$ cat config.mk
export PLATFORM = sky130hd
export DESIGN_NAME = cu_datapath
export DESIGN_NICKNAME = d
export VERILOG_FILES = /design/src/rtl/cu_datapath.sv
export SDC_FILE = /design/constraint.sdc
export NUM_CORES = 1
export LEC_CHECK = 0
export CAP_MARGIN = 20
export CORE_ASPECT_RATIO = 2
export CORE_MARGIN = 3
export CORE_UTILIZATION = 55
export DETAILED_ROUTE_END_ITERATION = 10
export PLACE_DENSITY = 0.73
export SYNTH_ARGS = -nofsm -noshare
export SYNTH_HDL_FRONTEND = slang
export SYNTH_SLANG_ARGS = --single-unit
export TNS_END_PERCENT = 50
$ cat constraint.sdc
create_clock -name Clock -period 6.6 [get_ports Clock]
set_input_delay 1.32 -clock Clock [delete_from_list [all_inputs] [get_ports Clock]]
set_output_delay 1.32 -clock Clock [all_outputs]
set_load 0.05 [all_outputs]
$ cat src/rtl/cu_datapath.sv
// Datapath of the 8-bit accumulator processor: PC, IR, accumulator A, 32x8 unified
// memory, add/sub unit and steering muxes, plus a program-load port for memory fill.
module cu_datapath #(
  parameter int unsigned ADDR_W = 5,
  parameter int unsigned DATA_W = ADDR_W + 3,
  parameter int unsigned DEPTH  = 2 ** ADDR_W
) (
  input  logic              Clock,
  input  logic              Reset,
  input  logic              IRload,
  input  logic              JMPmux,
  input  logic              PCload,
  input  logic              Meminst,
  input  logic              MemWr,
  input  logic [1:0]        Asel,
  input  logic              Aload,
  input  logic              Sub,
  input  logic [DATA_W-1:0] Input,
  input  logic              ProgWr,
  input  logic [ADDR_W-1:0] ProgAddr,
  input  logic [DATA_W-1:0] ProgData,
  output logic [2:0]        IR,
  output logic              Aeq0,
  output logic              Apos,
  output logic [DATA_W-1:0] Output,
  output logic [ADDR_W-1:0] PCout
);

  logic [DATA_W-1:0] mem [DEPTH];
  logic [ADDR_W-1:0] pc;
  logic [DATA_W-1:0] ir_reg;
  logic [DATA_W-1:0] a;

  logic [ADDR_W-1:0] addr;
  logic [DATA_W-1:0] rdata;
  logic [DATA_W-1:0] alu;
  logic [DATA_W-1:0] a_next;
  logic [ADDR_W-1:0] pc_next;

  // Combinational address steering and asynchronous memory read
  always_comb begin
    addr  = Meminst ? pc : ir_reg[ADDR_W-1:0];
    rdata = mem[addr];
    alu   = Sub ? (a - rdata) : (a + rdata);
  end

  // Accumulator source and PC source selection
  always_comb begin
    a_next  = '0;
    pc_next = JMPmux ? ir_reg[ADDR_W-1:0] : (pc + ADDR_W'(1));
    case (Asel)
      2'b00:   a_next = alu;
      2'b01:   a_next = Input;
      2'b10:   a_next = rdata;
      default: a_next = '0;
    endcase
  end

  // Architectural registers; every load samples pre-edge values
  always_ff @(posedge Clock) begin
    if (!Reset) begin
      pc     <= '0;
      ir_reg <= '0;
      a      <= '0;
    end else begin
      if (IRload) ir_reg <= rdata;
      if (PCload) pc     <= pc_next;
      if (Aload)  a      <= a_next;
    end
  end

  // Memory is never cleared; a datapath store takes priority over program load
  always_ff @(posedge Clock) begin
    if (Reset) begin
      if (MemWr)       mem[addr]     <= a;
      else if (ProgWr) mem[ProgAddr] <= ProgData;
    end
  end

  always_comb begin
    IR     = ir_reg[DATA_W-1:DATA_W-3];
    Aeq0   = (a == '0);
    Apos   = ~a[DATA_W-1] & (a != '0);
    Output = a;
    PCout  = pc;
  end

endmodule

; Word level (Yosys, flattened, before mapping)
; Memory sizes are Yosys's and may differ from the RTL's.
; Cells that the tools add are included.
[word_totals]
input_bits = 33
regBits = 21
ram_bits = 256
output_inout_bits = 18
latch_bits = 0
memories = 1
mem_bits_ro = 0
word_cells = 29
[classes]
mux = 14
shifts = 0
order_cmp = 0
n_eq_ne = 2
mul = 0
addsub = 3
div_mod_pow = 0
bitwise = 2
reduce_logical = 4
[mem_list]
columns = memory, depth, width, rd, rd_ports_with_merged_regs, write_ports, line_no
row1 = mem, 32, 8, 1, 0, 1, 29  ; logic [DATA_W-1:0] mem [DEPTH];
[ops]
columns = operator, count
row1 = $pmux W8 S3, 1
row2 = $mux W8, 2
row3 = $mux W5, 3
row4 = $add A8 B8 Y8, 1
row5 = $logic_not A8 Y1, 1
row6 = $mux W1, 8
row7 = $reduce_bool A8 Y1, 1
row8 = $reduce_or A8 Y1, 1
row9 = $sub A8 B8 Y8, 1
row10 = $add A5 B1 Y5 const B, 1
row11 = $eq A2 B1 Y1 const B, 1
row12 = $eq A2 B2 Y1 const B, 1
row13 = $logic_not A2 Y1, 1
row14 = $and A1 B1 Y1, 1
row15 = $not A1 Y1, 1

; Depth between registers and ports, before layout
; Gate-level depths: netlist (run 1).
[logic_depth]
ltp_word = 6
mapped_depth = 26
mapped_depth_nobuf = 20

; Worst setup path before layout (run 1)
; Ideal clock, no wire load.
[synth_path]
path_kind = input-to-reg
start = input Meminst
end = register a[7], in the netlist Output[7]
path_stages = 23
setup_time_ns = 0.096
path_slack_ns = 1.267
path_buffers = 5
arrival_time_ns = 5.237
required_time_ns = 6.504
path_cell_list = buf_6 > mux2_2 > buf_2 > buf_2 > buf_2 > clkbuf_1 > nand3_1 > a21oi_1 > o32ai_1 > nor2_1 > ha_1 > nor2_1 > a21oi_1 > inv_1 > ha_1 > nor2b_1 > o21ai_0 > a21oi_1 > o41ai_1 > xnor2_1 > xor2_1 > xnor2_1 > o41ai_2
[synth_via]
elab_chain_cells = 5
elab_cells_between_ends = 6
[synth_lines]
columns = element, line_no
row1 = start: declaration, 13  ; input logic Meminst,
row2 = $mux W5 *, 42  ; addr = Meminst ? pc : ir_reg[ADDR_W-1:0];
row3 = $mem_v2 Z32 W8 *, --
row4 = $add A8 B8 Y8 or $sub A8 B8 Y8 (tied branches), 44  ; alu = Sub ? (a - rdata) : (a + rdata);
row5 = $mux W8, 44
row6 = $pmux W8 S3 *, 51  ; case (Asel)
row7 = end signal: assignment, 68  ; if (Aload) a <= a_next;
row8 = end: declaration, 32  ; logic [DATA_W-1:0] a;
; Mark *: on every way between the ends. The rest lies on a longest branch, timed or not.
; A chain may end at the register's enable or synchronous reset.

; Worst setup path after layout (run 1)
; Ends and elaborated chain as after synthesis.

==> results of run 1 <==
==> final cells by class <==
| class | count | area [um^2] |
|---|---|---|
| Clock buffer | 29 | 641 |
| Clock inverter | 13 | 125 |
| Fill cell | 1650 | 8100 |
| Inverter | 15 | 56.3 |
| Multi-Input combinational cell | 583 | 3890 |
| Sequential cell | 277 | 8110 |
| Tap cell | 276 | 345 |
| Timing Repair Buffer | 84 | 793 |
==> through the flow <==
| step | cells | setup WS [ps] | util |
|---|---|---|---|
| final | 1277 | 600 | 0.633 |
| after global routing | 1277 | 348 | 0.633 |
| after CTS | 1277 | 692 | 0.633 |
| after detailed placement | 1235 | 124 | 0.598 |
| after global placement | 1235 | 224 | 0.598 |
| after floorplan | 932 | 1270 | - |
==> logic make-up (layout without fill, tap and decap cells) <==
family | after synthesis | in the layout | synth area share
AO/OA/AOI/OAI | 170 | 170 | 0.0950
flip-flops | 277 | 277 | 0.657
multiplexers | 75 | 75 | 0.0810
XOR/XNOR | 12 | 12 | 0.00851
buffers and inverters | 72 | 141 | 0.0287
adder cells (fa/ha/maj) | 10 | 10 | 0.0107
AND/OR/NAND/NOR | 316 | 316 | 0.120
==> layer usage <==
layer  part of all wire  up-vias  wire [um]  GRT usage
li1                   -     3660          -          -
met1               0.33     4025      11200      0.287
met2               0.53      392      18100      0.510
met3              0.056      133       1890     0.0347
met4              0.081        0       2740      0.201
met5                  0        -          0          0
==> power by group through the flow <==
stage	sequential, mW	clock (mW)	combinational [mW]
finish	2.03	1.40	0.862
global route	2.03	1.49	0.923
CTS	2.03	1.42	0.856
detailed placement	2.06	0	0.851
global placement	2.06	0	0.839
floorplan	2.07	0	0.551
==> cell usage in the layout (no fill, tap or decap), types with 21 or more instances in the layout <==
cell and instances:
dfxtp_1 21, nor2b_1 30, clkdlybuf4s50_1 50, nor2_1 61, mux2i_1 42, a21oi_1 36
nand3_1 38, buf_4 31, clkbuf_16 25, o21ai_0 23, edfxtp_1 256, nand2_1 131
==> Yosys cell counts (all sizes together), types with 5 or more instances <==
cell type	n
buf	33
a211oi	19
inv	14
clkbuf	24
mux2i	45
nand2b	10
xor2	6
mux4	17
nand2	131
a21oi	36
dfxtp	21
nor2b	30
o21ai	25
o22ai	11
a22oi	6
xnor2	6
nor4	7
and3	5
o41ai	5
nand3	38
a221oi	5
nor2	61
a31oi	14
edfxtp	256
ha	9
mux2	13
a32oi	8
o31ai	5
nor3	13
==> worst min-delay path by stage <==
stage / startpoint / to / slack [ps] / cells after the start
detailed placement: ir_reg[6] / ir_reg[6] / 470 / 1
global route: ir_reg[6] / ir_reg[6] / 500 / 1
floorplan: ir_reg[6] / ir_reg[6] / 460 / 1
global placement: ir_reg[6] / ir_reg[6] / 460 / 1
CTS: ir_reg[6] / ir_reg[6] / 490 / 1
finish: ir_reg[6] / ir_reg[6] / 490 / 1
==> critical path: cells and delay by family <==
kind / cells / cell delay, ps
XOR/XNOR: 4 / 660
AO/OA/AOI/OAI: 8 / 1860
buffers and inverters: 4 / 1210
adder cells (fa/ha/maj): 1 / 340
AND/OR/NAND/NOR: 1 / 600
multiplexers: 1 / 420
==> results.json, run 1 <==
{
  "dp_hpwl_um": 23700,
  "relSlewSlack": 0.316,
  "clk_latency_ps": 530,
  "p_leak_nw": 4.70,
  "grt_max_degree": 52,
  "first_iter_violations": 822,
  "cts_tree": "done",
  "pwr-share-clk": 0.327,
  "switchingPower_mw": 1.23,
  "rows": 77,
  "critPathKind": "in -> reg",
  "power.internal_mw": 3.07,
  "synth_warnings": 0,
  "wl_um": 33900,
  "place_congestion": 0.930,
  "start_kind": "input port",
  "crit_top_cell": "o41ai_1",
  "synth_edf_count": 256,
  "ys_seq_area_frac": 0.657,
  "fin_skew_ps": 13.3,
  "postSynth.asyncResetShare": 0,
  "required_ps": 7040,
  "finalMaxSlewViolations": 0,
  "clockBufferDepth": 3,
  "syn_nets": 975,
  "setup_violations": 0,
  "io_buffers": 50,
  "worst_setup_path_end_kind": "flip-flop",
  "swShare": 0.286,
  "hold_buffers": 0,
  "syn_area_per_cell_um2": 13.3,
  "holdWs_ps": 488,
  "layout-drive-gt1-share": 0.110,
  "largest_register_ffs": 256,
  "timing.fmax_mhz": 167,
  "max_slew.worst_pin.slew_ps": 1020,
  "final_area_um2": 14000,
  "cts-resized-gates": 0,
  "synth.distinct_cells": 72,
  "ioPinCount": 51,
  "synth-main-ff-cell": "edfxtp_1",
  "nNetsFinal": 1028,
  "final-hold-violation-count": 0,
  "min_period_over_period": 0.909,
  "die_x_um": 112,
  "synth-seq-cells": 277,
  "cp_data_arrival_time_ps": 6440,
  "num_antenna_cells": 0,
  "slowest_stage": "nor3_2",
  "syn_area_um2": 12300,
  "period_minus_slack_ps": 6000,
  "p_seq_frac": 0.472,
  "grt_overflow": 0,
  "design.core.area_um2": 22100,
  "r2r_cells": 16,
  "syn_inst": 932,
  "power_frac_comb": 0.201,
  "grt_pass1_wl_um": 50400,
  "cp_cell_sequence": "clkdlybuf4s50_1 -> buf_12 -> mux2i_2 -> buf_4 -> buf_4 -> a211oi_1 -> o41ai_1 -> o22ai_1 -> nor3_2 -> o41ai_1 -> xor2_1 -> ha_1 -> o21ai_0 -> a21oi_1 -> o41ai_1 -> xnor2_1 -> xor2_1 -> xnor2_1 -> o41ai_2",
  "rsz0062_at_grt": "no",
  "drc": 0,
  "globalRouteTotalUtil": 0.278,
  "clkTransAtPathRegs_ps": 70,
  "cts_root_buf": "clkbuf_16",
  "start_util": 0.560,
  "startpoint": "Meminst",
  "synth_area_leaders": "edfxtp_1, nand2_1, mux2i_1, dfxtp_1, mux4_2",
  "die_h_um": 218,
  "yosysTopAreaCell": "edfxtp_1",
  "r2r-start": "ir_reg[0]",
  "cts_sinks": 277,
  "cpPeakStageDelay_ps": 600,
  "drtAntennaViolNets": 0,
  "status": "finished, final reports clean",
  "dpl_cell_area_um2": 13200,
  "setup_tns_ps": 0,
  "die_area_um2": 24400,
  "ir_drop_mv": 0.261,
  "p_per_area_nw_per_um2": 308,
  "timing.rr.end": "Output[7]",
  "synth_top_area_share": 0.622,
  "via_per_inst": 6.43,
  "drt_pre_antenna_iters": 5,
  "num_vias": 8210,
  "max_cap_viol_count": 0,
  "regToRegSetupSlack_ps": 1340,
  "antenna_found_initial": 0,
  "path_max_fanout": 34,
  "wl_per_cell_um": 26.5,
  "worstSetupEndpoint": "Output[7]",
  "numCtsBuffers": 24,
  "postCtsSetupBuffers": 0,
  "hold_class": "reg -> reg",
  "p_total_mw": 4.29,
  "htreeDepth": 1,
  "area_growth_pct": 13.0,
  "grt_pass1_vias": 8435
}
No activity file was read; power rests on OpenSTA's default activity.
==> run 2: changes to the inputs <==
--- a/config.mk
+++ b/config.mk
@@ -5,8 +5,9 @@
 export SDC_FILE = /design/constraint.sdc
 export NUM_CORES = 1
 export LEC_CHECK = 0
+export ABC_AREA = 1
 export CAP_MARGIN = 20
-export CORE_ASPECT_RATIO = 2
+export CORE_ASPECT_RATIO = 1.25
 export CORE_MARGIN = 3
 export CORE_UTILIZATION = 55
 export DETAILED_ROUTE_END_ITERATION = 10
==> run 2 against run 1 <==
Non-clock buffer count decreased by 16. Wire length shrank 5.7%. First-iteration DRC count is 3.6% higher. Sequential power about the same. Largest power group unchanged.
==> results.json, run 2 <==
{
  "crit_top_cell": "nand2_1",
  "htreeDepth": 1,
  "nFillCells": 1857,
  "start_util": 0.561,
  "power_frac_comb": 0.177,
  "cts_root_buf": "clkbuf_16",
  "rows": 62,
  "p_seq_frac": 0.479,
  "setup_tns_ps": 0,
  "num_vias": 9346,
  "drtAntennaViolNets": 0,
  "synth_edf_count": 256,
  "grt_overflow": 0,
  "cpPeakStageDelay_ps": 800,
  "rsz0062_at_grt": "no",
  "p_leak_nw": 6.07,
  "syn_area_um2": 13000,
  "largest_register_ffs": 256,
  "globalRouteTotalUtil": 0.252,
  "clockBufferDepth": 3,
  "pwr-share-clk": 0.343,
  "postSynth.asyncResetShare": 0,
  "ys_seq_area_frac": 0.625,
  "fin_skew_ps": 13.9,
  "synth.most_common_cell": "nand2_1",
  "antenna_found_initial": 0,
  "design.core.area_um2": 23100,
  "clk_latency_ps": 530,
  "synth_area_leaders": "edfxtp_1, nand2_1, nand3_1, inv_1, dfxtp_1",
  "num_antenna_cells": 0,
  "worst_path_dominant_cell_family": "buffers and inverters",
  "ioPinCount": 51,
  "layout_commonest_cell": "nand2_1",
  "numCtsBuffers": 26,
  "syn_nets": 1387,
  "timing.fmax_mhz": 174,
  "via_per_inst": 5.54,
  "clkTransAtPathRegs_ps": 70,
  "min_period_over_period": 0.870,
  "final_cells": 1686,
  "place_inst": 1640,
  "slowest_stage": "clkdlybuf4s50_1",
  "area_growth_pct": 11.8,
  "synth_top_area_share": 0.593,
  "finalMaxSlewViolations": 0,
  "postCtsSetupBuffers": 0,
  "switchingPower_mw": 1.16,
  "wl_per_cell_um": 18.9,
  "synth_warnings": 0,
  "die_area_um2": 25500,
  "syn_area_per_cell_um2": 9.65,
  "drt_pre_antenna_iters": 5,
  "final-hold-violation-count": 0,
  "swShare": 0.277,
  "yosysTopAreaCell": "edfxtp_1",
  "grt_max_degree": 98,
  "status": "finished, final reports clean",
  "synth-main-ff-cell": "edfxtp_1",
  "critPathKind": "in -> reg",
  "hold_class": "reg -> reg",
  "syn_inst": 1344,
  "hold_buffers": 0,
  "seq_area_um2": 8110,
  "multi_input_area_um2": 3630,
  "place_congestion": 0.922,
  "grt_pass1_wl_um": 49100,
  "grt_pass1_vias": 8847,
  "setup_violations": 0,
  "relSlewSlack": 0.370,
  "synthTopCellsByCount": "nand2_1, edfxtp_1, inv_1, nand3_1, nor2_1",
  "crit_buf_inv": 5,
  "cts_tree": "done",
  "ir_drop_mv": 0.178,
  "path_max_fanout": 30,
  "dp_hpwl_um": 20100,
  "wl_um": 31900,
  "cts-resized-gates": 0,
  "required_ps": 6990,
  "synth-seq-cells": 277,
  "cts_sinks": 277,
  "nNetsFinal": 1423,
  "die_x_um": 143,
  "max_cap_viol_count": 0,
  "io_buffers": 50,
  "max_slew.worst_pin.slew_ps": 944,
  "first_iter_violations": 852,
  "die_h_um": 178,
  "period_minus_slack_ps": 5740,
  "start_kind": "input port",
  "layout-drive-gt1-share": 0.0551,
  "cp_data_arrival_time_ps": 6140,
  "power.internal_mw": 3.02,
  "worst_setup_path_end_kind": "flip-flop",
  "synth.distinct_cells": 35,
  "drc": 0,
  "final_cell_mix": "nand2_1, edfxtp_1, inv_1",
  "p_per_area_nw_per_um2": 288
}
==> run 2: cell types whose count changed after synthesis, sizes merged, moves of 18 or more <==
cell / before / now
a211oi: 19 / 1
inv: 14 / 242
mux2i: 45 / 0
nand2: 131 / 366
nand3: 38 / 229
nor2b: 30 / 0
==> run 2: area by class of cell <==
class                           count  area share
Tap cell                          288      0.0249
Inverter                          242      0.0627
Sequential cell                   277       0.559
Multi-Input combinational cell    765       0.250
Clock buffer                       31      0.0476
Timing Repair Buffer               68      0.0473
Clock inverter                     15     0.00811
==> run 2: logic make-up (layout without fill, tap and decap cells) <==
| logic type | after synthesis | count (layout) | synth area share |
|---|---|---|---|
| flip-flops | 277 | 277 | 0.625 |
| AO/OA/AOI/OAI | 81 | 81 | 0.0361 |
| buffers and inverters | 302 | 356 | 0.0972 |
| adder cells (fa/ha/maj) | 10 | 10 | 0.0102 |
| XOR/XNOR | 8 | 8 | 0.00540 |
| multiplexers | 5 | 5 | 0.00434 |
| AND/OR/NAND/NOR | 661 | 661 | 0.221 |
==> run 2: layer usage <==
metal	up-vias	global-route usage	routed length (um)
met5	-	0	0
met4	0	0.0895	1150
met3	73	0.0296	2480
met2	425	0.425	15400
met1	4390	0.340	12900
li1	4458	-	-
==> run 2: power groups by stage <==
stage               Sequential [mW]  Combinational (mW)  Clock [mW]
finish                         2.00               0.741        1.43
global route                   2.01               0.805        1.52
CTS                            2.00               0.734        1.45
detailed placement             2.04               0.730           0
global placement               2.04               0.722           0
floorplan                      2.06               0.466           0
==> run 2: worst paths after layout <==
kind,start,end,slack [ps],cells past startpoint
setup / recovery,Meminst,Output[7],860,29
hold / removal,ir_reg[2],ir_reg[2],490,2
setup reg to reg,ir_reg[1],Output[7],2200,27
hold reg to reg,ir_reg[2],ir_reg[2],490,2
==> run 2: per-stage QoR <==
stage	hold slack [ps]	total power [mW]	worst slack (ps)	util	instance area (um^2)
6_report	487	4.18	858	0.627	14500
3_3_place_gp	469	2.76	544	0.592	13700
5_1_grt	503	4.33	418	0.627	14500
2_1_floorplan	449	2.53	2230	-	13000
3_5_place_dp	466	2.77	429	0.592	13700
4_1_cts	486	4.18	945	0.627	14500
==> run 2: tightest hold or removal path, stage by stage, from the launching register on <==
cell	delay, ps
dfxtp_1	330
o211ai_1	80
inv_1	50
==> run 3: changes to the inputs <==
--- a/config.mk
+++ b/config.mk
@@ -10,9 +10,10 @@
 export CORE_ASPECT_RATIO = 1.25
 export CORE_MARGIN = 3
 export CORE_UTILIZATION = 55
+export CTS_CLUSTER_DIAMETER = 80
 export DETAILED_ROUTE_END_ITERATION = 10
-export PLACE_DENSITY = 0.73
+export PLACE_DENSITY = 0.76
 export SYNTH_ARGS = -nofsm -noshare
 export SYNTH_HDL_FRONTEND = slang
 export SYNTH_SLANG_ARGS = --single-unit
-export TNS_END_PERCENT = 50
+export TNS_END_PERCENT = 20
==> constraint.sdc (replaced) <==
create_clock -name Clock -period 4.7 [get_ports Clock]
set_input_delay 0.94 -clock Clock [delete_from_list [all_inputs] [get_ports Clock]]
set_output_delay 0.94 -clock Clock [all_outputs]
set_load 0.05 [all_outputs]
==> run 3 against run 2 <==
Combinational power up 66%. Final area up 6.7%. Worst hold slack better by 27 ps. First-iteration DRC count up 28%. Sequential share of layout area down 3.5 points. Clock power up 51%. Sequential power up 41%. Total power up 49%. Critical path depth up 1. Die area unchanged. Flip-flop and latch count unchanged. Critical endpoint unchanged. Largest cell class unchanged. Largest power group unchanged.
==> results.json, run 3 (same netlist as run 2, synthesis figures left out) <==
{
  "status": "finished, final reports clean",
  "fin_skew_ps": 17.0,
  "via_per_inst": 5.58,
  "die_x_um": 143,
  "antenna_found_initial": 0,
  "design.core.area_um2": 23100,
  "rows": 62,
  "final-hold-violation-count": 0,
  "grt_max_degree": 34,
  "max_cap_viol_count": 0,
  "required_ps": 5160,
  "numCtsBuffers": 26,
  "min_from": "ir_reg[2]",
  "drtAntennaViolNets": 0,
  "wl_per_cell_um": 18.6,
  "wl_um": 33100,
  "crit_top_cell": "nand2_1",
  "final_util": 0.669,
  "cts_sinks": 277,
  "htreeDepth": 1,
  "dpl_worst_slack_ps": -140,
  "largest_register_ffs": 256,
  "max_slew.worst_pin.slew_ps": 1010,
  "min_period_over_period": 0.929,
  "nFillCells": 1648,
  "io_buffers": 50,
  "drc": 0,
  "fin_ws_ps": 333,
  "die_h_um": 178,
  "globalRouteTotalUtil": 0.258,
  "r2r-start": "PCout[0]",
  "first_iter_violations": 1091,
  "relSlewSlack": 0.330,
  "p_per_area_nw_per_um2": 402,
  "regToRegSetupSlack_ps": 910,
  "ioPinCount": 51,
  "setup_tns_ps": 0,
  "start_util": 0.561,
  "cts_tree": "done",
  "hold_class": "reg -> reg",
  "cts_root_buf": "clkbuf_16",
  "grt_pass1_wl_um": 51000,
  "grt_pass1_vias": 9764,
  "cp_data_arrival_time_ps": 4830,
  "num_vias": 9933,
  "place_inst": 1730,
  "drt_pre_antenna_iters": 7,
  "dp_hpwl_um": 21100,
  "worst_setup_path_end_kind": "flip-flop",
  "clk_latency_ps": 530,
  "timing.fmax_mhz": 229,
  "clkTransAtPathRegs_ps": 60,
  "layout-drive-gt1-share": 0.119,
  "final_cell_mix": "nand2_1, edfxtp_1, inv_1",
  "start_kind": "input port",
  "die_area_um2": 25500,
  "p_total_mw": 6.21,
  "cpPeakStageDelay_ps": 550,
  "setup_violations": 0,
  "grt_overflow": 0,
  "final_cells": 1781,
  "layout_commonest_cell": "nand2_1",
  "holdWs_ps": 515,
  "period_minus_slack_ps": 4370,
  "critPathKind": "in -> reg",
  "ir_drop_mv": 0.260,
  "finalMaxSlewViolations": 0,
  "final_area_um2": 15500,
  "num_antenna_cells": 0,
  "place_congestion": 0.928,
  "area_growth_pct": 19.3,
  "clockBufferDepth": 3,
  "dpl_cell_area_um2": 14500,
  "nNetsFinal": 1519,
  "path_max_fanout": 17,
  "slowest_stage": "clkdlybuf4s50_1",
  "startpoint": "Meminst",
  "p_leak_nw": 6.63
}
[run 3: cell type report]
cell class	count	area (um^2)	area share
clock inverters	13	178	0.0115
repair buffers	164	1570	0.101
well taps	288	360	0.0233
inverters	242	908	0.0587
flip-flops and latches	277	8110	0.524
multi-input cells	765	3660	0.236
clock buffers	32	694	0.0449
[run 3: report_power, final]
group	switching (mW)	internal, mW	leakage, nW	total, mW
Sequential	0.0281	2.79	2.48	2.81
Clock	0.894	1.27	0.429	2.16
Combinational	0.776	0.457	3.72	1.23
Total	1.70	4.51	6.63	6.21
[run 3: final timing paths]
check / to / depth (start not counted)
worst max-delay path: Output[7] / 30
worst min-delay path: ir_reg[2] / 2
worst max register to register: Output[7] / 29
worst min register to register: ir_reg[2] / 2
[run 3: timing repair]
item                       in CTS  in global routing
setup buffers                   0                  4
hold buffers                    0                  0
setup endpoints to repair       0                  2
resized for setup               0                  6
[run 3: metal layers]
layer | up-vias | global-route usage | wire, um
met5 | - | 0 | 0
met1 | 4650 | 0.332 | 12800
met2 | 510 | 0.433 | 15900
met4 | 0 | 0.108 | 1520
met3 | 120 | 0.0461 | 2890
li1 | 4653 | - | -
[run 3: critical path, delay by kind of cell]
| kind | cells | cell delay (ps) |
|---|---|---|
| simple gates | 16 | 1380 |
| compound gates | 6 | 800 |
| fa+ha+maj | 2 | 460 |
| buf+inv | 5 | 1070 |
| xor+xnor | 1 | 160 |
